File: src/rtl/pipe_pkg.sv
// Shared types and constants for the MIPS pipeline hazard/stall logic.
package pipe_pkg;

    localparam int REG_W = 5;
    localparam logic [REG_W-1:0] ZERO_REG = 5'd0;
    localparam int LOAD_USE_BUBBLES = 1;
    localparam int BR_LOAD_BUBBLES  = 2;

    typedef enum logic [1:0] {
        RUN      = 2'd0,
        STALL    = 2'd1,
        MEM_WAIT = 2'd2
    } stall_state_t;

    // $zero never carries a dependency, so it can never match a producer.
    function automatic logic regMatch(input logic [REG_W-1:0] producer,
                                      input logic [REG_W-1:0] consumer);
        return (producer != ZERO_REG) && (producer == consumer);
    endfunction

endpackage

File: src/rtl/hazard_detect.sv
// Combinational bubble-count computation for hazards that forwarding cannot cover.
module hazard_detect
    import pipe_pkg::*;
#(
    parameter int MAX_BUBBLES = 2,
    localparam int BW = $clog2(MAX_BUBBLES + 1)
) (
    input  logic [REG_W-1:0] RegisterRs,
    input  logic [REG_W-1:0] RegisterRt,
    input  logic             ID_use_rs,
    input  logic             ID_use_rt,
    input  logic             ID_branch,
    input  logic             ID_EX_MemRead,
    input  logic             ID_EX_RegWrite,
    input  logic [REG_W-1:0] ID_EX_RegisterRd,
    input  logic             EX_MEM_MemRead,
    input  logic             EX_MEM_RegWrite,
    input  logic [REG_W-1:0] EX_MEM_RegisterRd,
    output logic [BW-1:0]    bubbles
);

    logic exHit_s;
    logic memRsHit_s;
    logic memRtHit_s;
    logic loadUse_s;
    logic brLoad_s;
    logic brAlu_s;
    logic brMem_s;

    // Operand matches against the EX and MEM producers, then the hazard classes.
    always_comb begin
        exHit_s    = (ID_use_rs && regMatch(ID_EX_RegisterRd, RegisterRs)) ||
                     (ID_use_rt && regMatch(ID_EX_RegisterRd, RegisterRt));
        memRsHit_s = ID_use_rs && regMatch(EX_MEM_RegisterRd, RegisterRs);
        memRtHit_s = ID_use_rt && regMatch(EX_MEM_RegisterRd, RegisterRt);

        loadUse_s = ID_EX_MemRead && exHit_s;
        brLoad_s  = ID_branch && ID_EX_MemRead && exHit_s;
        brAlu_s   = ID_branch && !ID_EX_MemRead && ID_EX_RegWrite && exHit_s;
        // A load in MEM has no ALU bypass for rs, and rt has no MEM bypass at all.
        brMem_s   = ID_branch && ((EX_MEM_MemRead && memRsHit_s) ||
                                  (EX_MEM_RegWrite && memRtHit_s));
    end

    // The longest requirement wins.
    always_comb begin
        if (brLoad_s) begin
            bubbles = BW'(BR_LOAD_BUBBLES);
        end else if (loadUse_s || brAlu_s || brMem_s) begin
            bubbles = BW'(LOAD_USE_BUBBLES);
        end else begin
            bubbles = {BW{1'b0}};
        end
    end

endmodule

File: src/rtl/hazard_stall_unit.sv
// Stall/flush controller for the 5-stage MIPS pipeline.
// Optional performance counters are enabled with `define HAZARD_PERF_CNT_EN.
module hazard_stall_unit
    import pipe_pkg::*;
#(
    parameter int MAX_BUBBLES = 2
`ifdef HAZARD_PERF_CNT_EN
    , parameter int CNT_W = 32
`endif
) (
    input  logic             clk,
    input  logic             reset,
    input  logic [REG_W-1:0] RegisterRs,
    input  logic [REG_W-1:0] RegisterRt,
    input  logic             ID_use_rs,
    input  logic             ID_use_rt,
    input  logic             ID_branch,
    input  logic             ID_taken,
    input  logic             ID_EX_MemRead,
    input  logic             ID_EX_RegWrite,
    input  logic [REG_W-1:0] ID_EX_RegisterRd,
    input  logic             EX_MEM_MemRead,
    input  logic             EX_MEM_RegWrite,
    input  logic [REG_W-1:0] EX_MEM_RegisterRd,
    input  logic             mem_busy,
`ifdef HAZARD_PERF_CNT_EN
    output logic [CNT_W-1:0] stall_cycles,
    output logic [CNT_W-1:0] wait_cycles,
    output logic [CNT_W-1:0] flush_count,
`endif
    output logic             PC_Write,
    output logic             IF_ID_Write,
    output logic             IF_ID_Flush,
    output logic             ID_EX_Flush,
    output logic             EX_MEM_Write,
    output logic             MEM_WB_Write
);

    localparam int BW = $clog2(MAX_BUBBLES + 1);

    stall_state_t  state_r;
    stall_state_t  stateNext_s;
    logic [BW-1:0] cnt_r;
    logic [BW-1:0] cntNext_s;
    logic          retStall_r;
    logic          retStallNext_s;
    logic [BW-1:0] bubbles_s;

    hazard_detect #(.MAX_BUBBLES(MAX_BUBBLES)) u_detect (
        .RegisterRs       (RegisterRs),
        .RegisterRt       (RegisterRt),
        .ID_use_rs        (ID_use_rs),
        .ID_use_rt        (ID_use_rt),
        .ID_branch        (ID_branch),
        .ID_EX_MemRead    (ID_EX_MemRead),
        .ID_EX_RegWrite   (ID_EX_RegWrite),
        .ID_EX_RegisterRd (ID_EX_RegisterRd),
        .EX_MEM_MemRead   (EX_MEM_MemRead),
        .EX_MEM_RegWrite  (EX_MEM_RegWrite),
        .EX_MEM_RegisterRd(EX_MEM_RegisterRd),
        .bubbles          (bubbles_s)
    );

    // State, remaining-bubble count and MEM_WAIT return target.
    always_ff @(posedge clk or posedge reset) begin
        if (reset) begin
            state_r    <= RUN;
            cnt_r      <= {BW{1'b0}};
            retStall_r <= 1'b0;
        end else begin
            state_r    <= stateNext_s;
            cnt_r      <= cntNext_s;
            retStall_r <= retStallNext_s;
        end
    end

    // Next-state and pipeline control; a held ID instruction is only re-decoded in RUN.
    always_comb begin
        stateNext_s    = state_r;
        cntNext_s      = cnt_r;
        retStallNext_s = retStall_r;
        PC_Write       = 1'b1;
        IF_ID_Write    = 1'b1;
        IF_ID_Flush    = 1'b0;
        ID_EX_Flush    = 1'b0;
        EX_MEM_Write   = 1'b1;
        MEM_WB_Write   = 1'b1;

        if (reset) begin
            PC_Write     = 1'b0;
            IF_ID_Write  = 1'b0;
            IF_ID_Flush  = 1'b1;
            ID_EX_Flush  = 1'b1;
            EX_MEM_Write = 1'b0;
            MEM_WB_Write = 1'b0;
        end else begin
            case (state_r)
                RUN: begin
                    if (mem_busy) begin
                        PC_Write       = 1'b0;
                        IF_ID_Write    = 1'b0;
                        EX_MEM_Write   = 1'b0;
                        MEM_WB_Write   = 1'b0;
                        retStallNext_s = 1'b0;
                        stateNext_s    = MEM_WAIT;
                    end else if (bubbles_s != {BW{1'b0}}) begin
                        PC_Write    = 1'b0;
                        IF_ID_Write = 1'b0;
                        ID_EX_Flush = 1'b1;
                        cntNext_s   = bubbles_s - BW'(1);
                        stateNext_s = (bubbles_s > BW'(1)) ? STALL : RUN;
                    end else begin
                        IF_ID_Flush = ID_branch & ID_taken;
                    end
                end
                STALL: begin
                    if (mem_busy) begin
                        PC_Write       = 1'b0;
                        IF_ID_Write    = 1'b0;
                        EX_MEM_Write   = 1'b0;
                        MEM_WB_Write   = 1'b0;
                        retStallNext_s = 1'b1;
                        stateNext_s    = MEM_WAIT;
                    end else begin
                        PC_Write    = 1'b0;
                        IF_ID_Write = 1'b0;
                        ID_EX_Flush = 1'b1;
                        cntNext_s   = (cnt_r != {BW{1'b0}}) ? (cnt_r - BW'(1)) : {BW{1'b0}};
                        stateNext_s = (cnt_r <= BW'(1)) ? RUN : STALL;
                    end
                end
                MEM_WAIT: begin
                    PC_Write     = 1'b0;
                    IF_ID_Write  = 1'b0;
                    EX_MEM_Write = 1'b0;
                    MEM_WB_Write = 1'b0;
                    if (!mem_busy) begin
                        stateNext_s = retStall_r ? STALL : RUN;
                    end else begin
                        stateNext_s = MEM_WAIT;
                    end
                end
                default: begin
                    PC_Write       = 1'b0;
                    IF_ID_Write    = 1'b0;
                    EX_MEM_Write   = 1'b0;
                    MEM_WB_Write   = 1'b0;
                    cntNext_s      = {BW{1'b0}};
                    retStallNext_s = 1'b0;
                    stateNext_s    = RUN;
                end
            endcase
        end
    end

`ifdef HAZARD_PERF_CNT_EN
    logic stallCycle_s;
    logic frozenCycle_s;

    // A bubble cycle keeps the back end moving; a frozen cycle stops it.
    always_comb begin
        stallCycle_s  = !reset && ID_EX_Flush && EX_MEM_Write;
        frozenCycle_s = !reset && !EX_MEM_Write;
    end

    // Saturating performance counters.
    always_ff @(posedge clk or posedge reset) begin
        if (reset) begin
            stall_cycles <= {CNT_W{1'b0}};
            wait_cycles  <= {CNT_W{1'b0}};
            flush_count  <= {CNT_W{1'b0}};
        end else begin
            if (stallCycle_s && (stall_cycles != {CNT_W{1'b1}})) begin
                stall_cycles <= stall_cycles + CNT_W'(1);
            end else begin
                stall_cycles <= stall_cycles;
            end
            if (frozenCycle_s && (wait_cycles != {CNT_W{1'b1}})) begin
                wait_cycles <= wait_cycles + CNT_W'(1);
            end else begin
                wait_cycles <= wait_cycles;
            end
            if (IF_ID_Flush && (flush_count != {CNT_W{1'b1}})) begin
                flush_count <= flush_count + CNT_W'(1);
            end else begin
                flush_count <= flush_count;
            end
        end
    end
`endif

endmodule

File: config.mk
export PLATFORM = sky130hd
export DESIGN_NAME = hazard_stall_unit
export DESIGN_NICKNAME = d
export VERILOG_FILES = /design/src/rtl/pipe_pkg.sv /design/src/rtl/hazard_detect.sv /design/src/rtl/hazard_stall_unit.sv
export SDC_FILE = /design/constraint.sdc
export NUM_CORES = 1
export LEC_CHECK = 0
export CAP_MARGIN = 20
export CORE_MARGIN = 2
export CORE_UTILIZATION = 40
export CTS_CLUSTER_SIZE = 14
export DETAILED_ROUTE_END_ITERATION = 16
export PLACE_DENSITY = 0.95
export SLEW_MARGIN = 20
export SYNTH_ARGS = -nofsm -noshare
export SYNTH_HDL_FRONTEND = slang
export SYNTH_SLANG_ARGS = --single-unit
File: constraint.sdc
create_clock -name clk -period 3.19 [get_ports clk]
set_input_delay 0.319 -clock clk [delete_from_list [all_inputs] [get_ports clk]]
set_output_delay 0.319 -clock clk [all_outputs]
set_load 0.03 [all_outputs]
# Yosys cells after proc, flatten, opt, wreduce, memory -nomap -nowiden
# Index checks and enable logic that the tools add are counted.
dict set report word_totals {
  inputBits 31
  out_inout_bits 6
  ff_bits 5
}
dict set report op_classes {
  magnitude_cmp 2
  addsub 2
  bitwise_logic 3
  mux 33
  n_reduce_logical 31
  eq_ne 12
}
# op count
set op_table {}
lappend op_table {{equality test 5 bit} 4}
lappend op_table {{two-way mux 1 bit} 20}
lappend op_table {{two-way mux 2 bit} 9}
lappend op_table {{logical AND 1 bit} 17}
lappend op_table {{case mux 2 bit (3 select lines)} 2}
lappend op_table {{inequality test 2 bit, second input constant} 5}
lappend op_table {{nonzero test 5 bit} 2}
lappend op_table {{AND reduction 5 bit} 1}
lappend op_table {{logical OR 1 bit} 4}
lappend op_table {{AND reduction 4 bit} 1}
lappend op_table {{nonzero test 2 bit} 2}
lappend op_table {{subtractor 2 x 1 -> 2 bit, second input constant} 2}
lappend op_table {{inequality test 3 bit, second input constant} 1}
lappend op_table {{case mux 1 bit (3 select lines)} 1}
lappend op_table {{equality test 2 x 1 -> 1 bit, second input constant} 1}
lappend op_table {{equality test 2 bit, second input constant} 1}
lappend op_table {{greater-than comparator 2 x 1 -> 1 bit, second input constant} 1}
lappend op_table {{<= comparator 2 x 1 -> 1 bit, second input constant} 1}
lappend op_table {{logical NOT 2 bit} 1}
lappend op_table {{NOT 1 bit} 2}
lappend op_table {{case mux 1 bit (2 select lines)} 1}
lappend op_table {{AND reduction 2 bit} 1}
lappend op_table {{OR reduction 2 bit} 1}
lappend op_table {{bitwise AND 1 bit} 1}
lappend op_table {{logical NOT 1 bit} 1}

# Depth between registers and ports, before layout
dict set report logic_depth {
  depth_word 14
  depth_mapped 6
  mapped_depth_nobuf 6
}

# Hierarchy
# Synthesis repeated with hierarchy kept, for this count alone.
dict set report unflattened {
  cells_unflattened 89
  area_unflattened_um2 714.4
}
# module area_each_um2 cells_each instances seq_area_each_um2
set modules_own_cells {}
lappend modules_own_cells {hazard_stall_unit 394.1 47 1 125.1}
lappend modules_own_cells {hazard_detect 320.3 42 1 0.0}

# Worst setup path before layout
# OpenSTA, ideal clock, no wires.
dict set report synth_timing {
  path_kind {register -> output}
  start {reg state_r[1]}
  end {out PC_Write}
  stages_incl_launch_ff 5
  path_buffers 2
  path_slack_ps 897
  arrival_time_ps 1974
  path_cell_list {dfrtp_1 -> buf_2 -> nor3_1 -> and3_1 -> buf_4}
}
dict set report synth_via {
  elab_chain_len 3
}
# element line
set synth_lines {}
lappend synth_lines {{start: declaration} hazard_stall_unit.sv:41} ;# stall_state_t state_r;
lappend synth_lines {{start signal: assignment} hazard_stall_unit.sv:71} ;# state_r <= stateNext_s;
lappend synth_lines {{logical NOT 2 bit} -}
lappend synth_lines {{two-way mux 1 bit (2 in a row)} -}
lappend synth_lines {{end: declaration} hazard_stall_unit.sv:31} ;# output logic PC_Write,
# Every way passes these cells.

# Worst setup path after layout
dict set report layout_timing {
  start {in EX_MEM_RegisterRd[1]}
  end {out ID_EX_Flush}
}
dict set report layout_via {
  elab_chain_len 14
  elab_cells_between_ends 19
}
# element line
set layout_lines {}
lappend layout_lines {{start: declaration} hazard_stall_unit.sv:24} ;# input logic [REG_W-1:0] EX_MEM_RegisterRd,
lappend layout_lines {{equality test 5 bit or nonzero test 5 bit (tied branches)} pipe_pkg.sv:18} ;# return (producer != ZERO_REG) && (producer == consumer);
lappend layout_lines {{logical AND 1 bit} pipe_pkg.sv:18}
lappend layout_lines {{logical AND 1 bit, on equally long branches} {hazard_detect.sv:34, hazard_detect.sv:35}}
lappend layout_lines {{logical AND 1 bit, on equally long branches} {hazard_detect.sv:41, hazard_detect.sv:42}}
lappend layout_lines {{logical OR 1 bit *} hazard_detect.sv:41} ;# brMem_s = ID_branch && ((EX_MEM_MemRead && memRsHit_s) ||
lappend layout_lines {{logical AND 1 bit *} hazard_detect.sv:41}
lappend layout_lines {{logical OR 1 bit *} hazard_detect.sv:49} ;# end else if (loadUse_s || brAlu_s || brMem_s) begin
lappend layout_lines {{two-way mux 1 bit *} hazard_detect.sv:49}
lappend layout_lines {{two-way mux 2 bit *} hazard_detect.sv:47} ;# if (brLoad_s) begin
lappend layout_lines {{nonzero test 2 bit *} hazard_stall_unit.sv:106} ;# end else if (bubbles_s != {BW{1'b0}}) begin
lappend layout_lines {{two-way mux 1 bit *} hazard_stall_unit.sv:106}
lappend layout_lines {{two-way mux 1 bit *} hazard_stall_unit.sv:99} ;# if (mem_busy) begin
lappend layout_lines {{case mux 1 bit (2 select lines) *} hazard_stall_unit.sv:97} ;# case (state_r)
lappend layout_lines {{two-way mux 1 bit *} hazard_stall_unit.sv:89} ;# if (reset) begin
lappend layout_lines {{end: declaration} hazard_stall_unit.sv:34} ;# output logic ID_EX_Flush,
# Every way passes the cells marked *; elsewhere a longest branch is shown, timed or not.

==> run metrics <==
FFs w/ async S/R, synth=1.00; CTS Sinks=5; Worst Path Max Fanout=3; Worst Path Arrival=roughly 2500 ps; clk buf depth=2; Yosys reg bits=5; via density per instance=5.57; GP Congestion=roughly 0.85; post-synth cell types=29; kind of critical path=input pin to output pin; final instance area=1010 um^2; layout filler cell count=128; switch share=0.332; cts hold-fix bufs=0; die width=43.7 um; Cells after Synth=83; Reg area=125 um^2; first-pass iteration count of the detailed router=4; initial antenna violation count=0; critical path endpoint category=output pin; Worst VDD drop=122 uV; core footprint=1490 um^2; Power per Cell Area=287 nW/um^2; status=finished clean; routed wire length per instance=13.7 um; PostCTS Resize Cnt=0; DRC=0; post-CTS setup buffers=0; post-synth top area cell=xnor2_1; cell leakage power=0.000366 uW; commonest non-fill, non-tap cell in the layout=clkdlybuf4s50_1; P&R area growth vs syn=59.8%; Routed WL=1830 um; WP data required=2870 ps; average size of a mapped cell=7.61 um^2; crit start category=input pin; fin. max-slew vios=0; die height=around 44 um; Seq pwr share=0.285; All-Layer GR Usage=0.215; Final ANT Viol Nets=0; Hold Vio Cnt, Final=0; share of cells above drive strength 1=0.0593; Skew-Pair Late Insertion Delay=approximately 240 ps; port bufs=36; most frequent cells in the layout=clkdlybuf4s50_1 (36), xnor2_1 (20), nand2_1 (10); H-Tree Depth=1; Slew Limit Headroom=0.769; remaining global-route overflow=0; # IOs=37; TNS Setup=0 ps; setup violation total in the final timing report=0; RSZ-0062 raised after global routing=false; Tcrit/Tclk final=0.879; HP Class=flop to flop; vias in the first global route=784; number of synthesized flops with an enable pin=0; MaxCap Viol Count=0; final hold slack=519 ps; Ys Warns=0; Power Internal=about 190 uW; clock share of power=0.254; sw power=around 96 uW; CTS buffer count=3; CTS tree=yes; Worst-Margin Slew=346 ps; DP Wirelength=1610 um; syn nets=roughly 110; minimum clock period=roughly 2800 ps; # diodes=0; worst clock skew=0.512 ps; die footprint=around 1900 um^2; Area contributors post-synth=xnor2_1 (28%), dfrtp_1 (20%), nand2_1 (5.9%); CTS Root Cell=clkbuf_4; power consumption=290 uW; Final #Nets=150; first-pass GRT wire length=3060 um; combinational share of power=0.461; Rows=14; initial core utilization=0.424; Multi-input gate area=between 400 and 500 um^2; Most used DFF post-synth=dfrtp_1; DR iter-0 viols=22; clock-pin transition on the worst setup and hold timing paths=50 ps; maximum clock rate=~360 MHz; largest net degree at the start of global routing=10; Synth Cell Area=632 um^2; final core utilization=0.678; proportion of synthesized chip area in sequential cells=0.198; DP Area=between 900 and 1000 um^2; via count=~750; share of the synthesized area in the top cell type=0.277
cell type report:
cell class                      instances  area share
Multi-Input combinational cell         71       0.466
Inverter                                2     0.00743
Sequential cell                         5       0.124
Clock buffer                            4      0.0260
Tap cell                               16      0.0198
Timing Repair Buffer                   36       0.357
flip-flops by register name, summed over array words and instances (netlist names):
| name | count |
|---|---|
| state_r | 2 |
| retStall_r | 1 |
| cnt_r | 2 |
through the flow:
| stage | setup slack, ps | cells |
|---|---|---|
| 2_1_floorplan | 897 | 83 |
| 3_5_place_dp | 398 | 130 |
| 4_1_cts | 398 | 134 |
| 5_1_grt | 315 | 134 |
| 3_3_place_gp | 532 | 130 |
| 6_report | 384 | 134 |
cell usage after synthesis (2+ instances only):
cell type and instances:
nand3_1 6, a21o_1 2, buf_4 2, nand2_1 10, nor2_1 4, buf_2 2, o21ai_0 3, xnor2_1 20
nand4_1 4, a31oi_1 2, nor3_1 4, dfrtp_1 5, nor2b_1 2, o21ai_1 2
critical path, stage by stage:
cell and delay [ps]:
clkdlybuf4s50_1 550, xnor2_1 170, nand4_1 110, o22ai_1 270, a31oi_2 160, nand2_1 130, a21o_1 110, clkdlybuf4s50_1 660
layer usage:
metal / part of all wire / vias to the layer above / global-route usage
met1: 0.35 / 333 / 0.197
met5: 0 / - / 0
met2: 0.53 / 40 / 0.397
met4: 0.054 / 0 / 0.170
li1: - / 363 / -
met3: 0.073 / 10 / 0.0500
power groups by stage:
stage                     Sequential, uW  Clock [uW]  Combinational, uW
final                               82.6        73.5                134
after global routing                84.5        82.1                146
after CTS                           82.6        76.3                135
after detailed placement            83.8           0                134
after global placement              82.6           0                129
after floorplan                     76.0           0               76.4
worst paths after layout:
check / depth (start not counted) / to / startpoint / slack (ps)
setup reg to reg: 5 / cnt_r[0] / state_r[1] / 1560
min in group asynchronous: 2 / state_r[1] / reset / 570
hold / removal: 2 / cnt_r[1] / cnt_r[1] / 520
max in group asynchronous: 2 / cnt_r[0] / reset / 2420
setup / recovery: 8 / ID_EX_Flush / EX_MEM_RegisterRd[1] / 380
hold reg to reg: 2 / cnt_r[1] / cnt_r[1] / 520
cells by family (layout without fill, tap and decap cells):
group,after synthesis,count (layout),share of synthesized area
flip-flops,5,5,0.198
multiplexers,1,1,0.0178
XOR/XNOR,20,20,0.277
buffers and inverters,7,42,0.0574
AND/OR/NAND/NOR,31,31,0.232
AO/OA/AOI/OAI,19,19,0.218
Note: power is estimated with default switching activity, not from simulation.
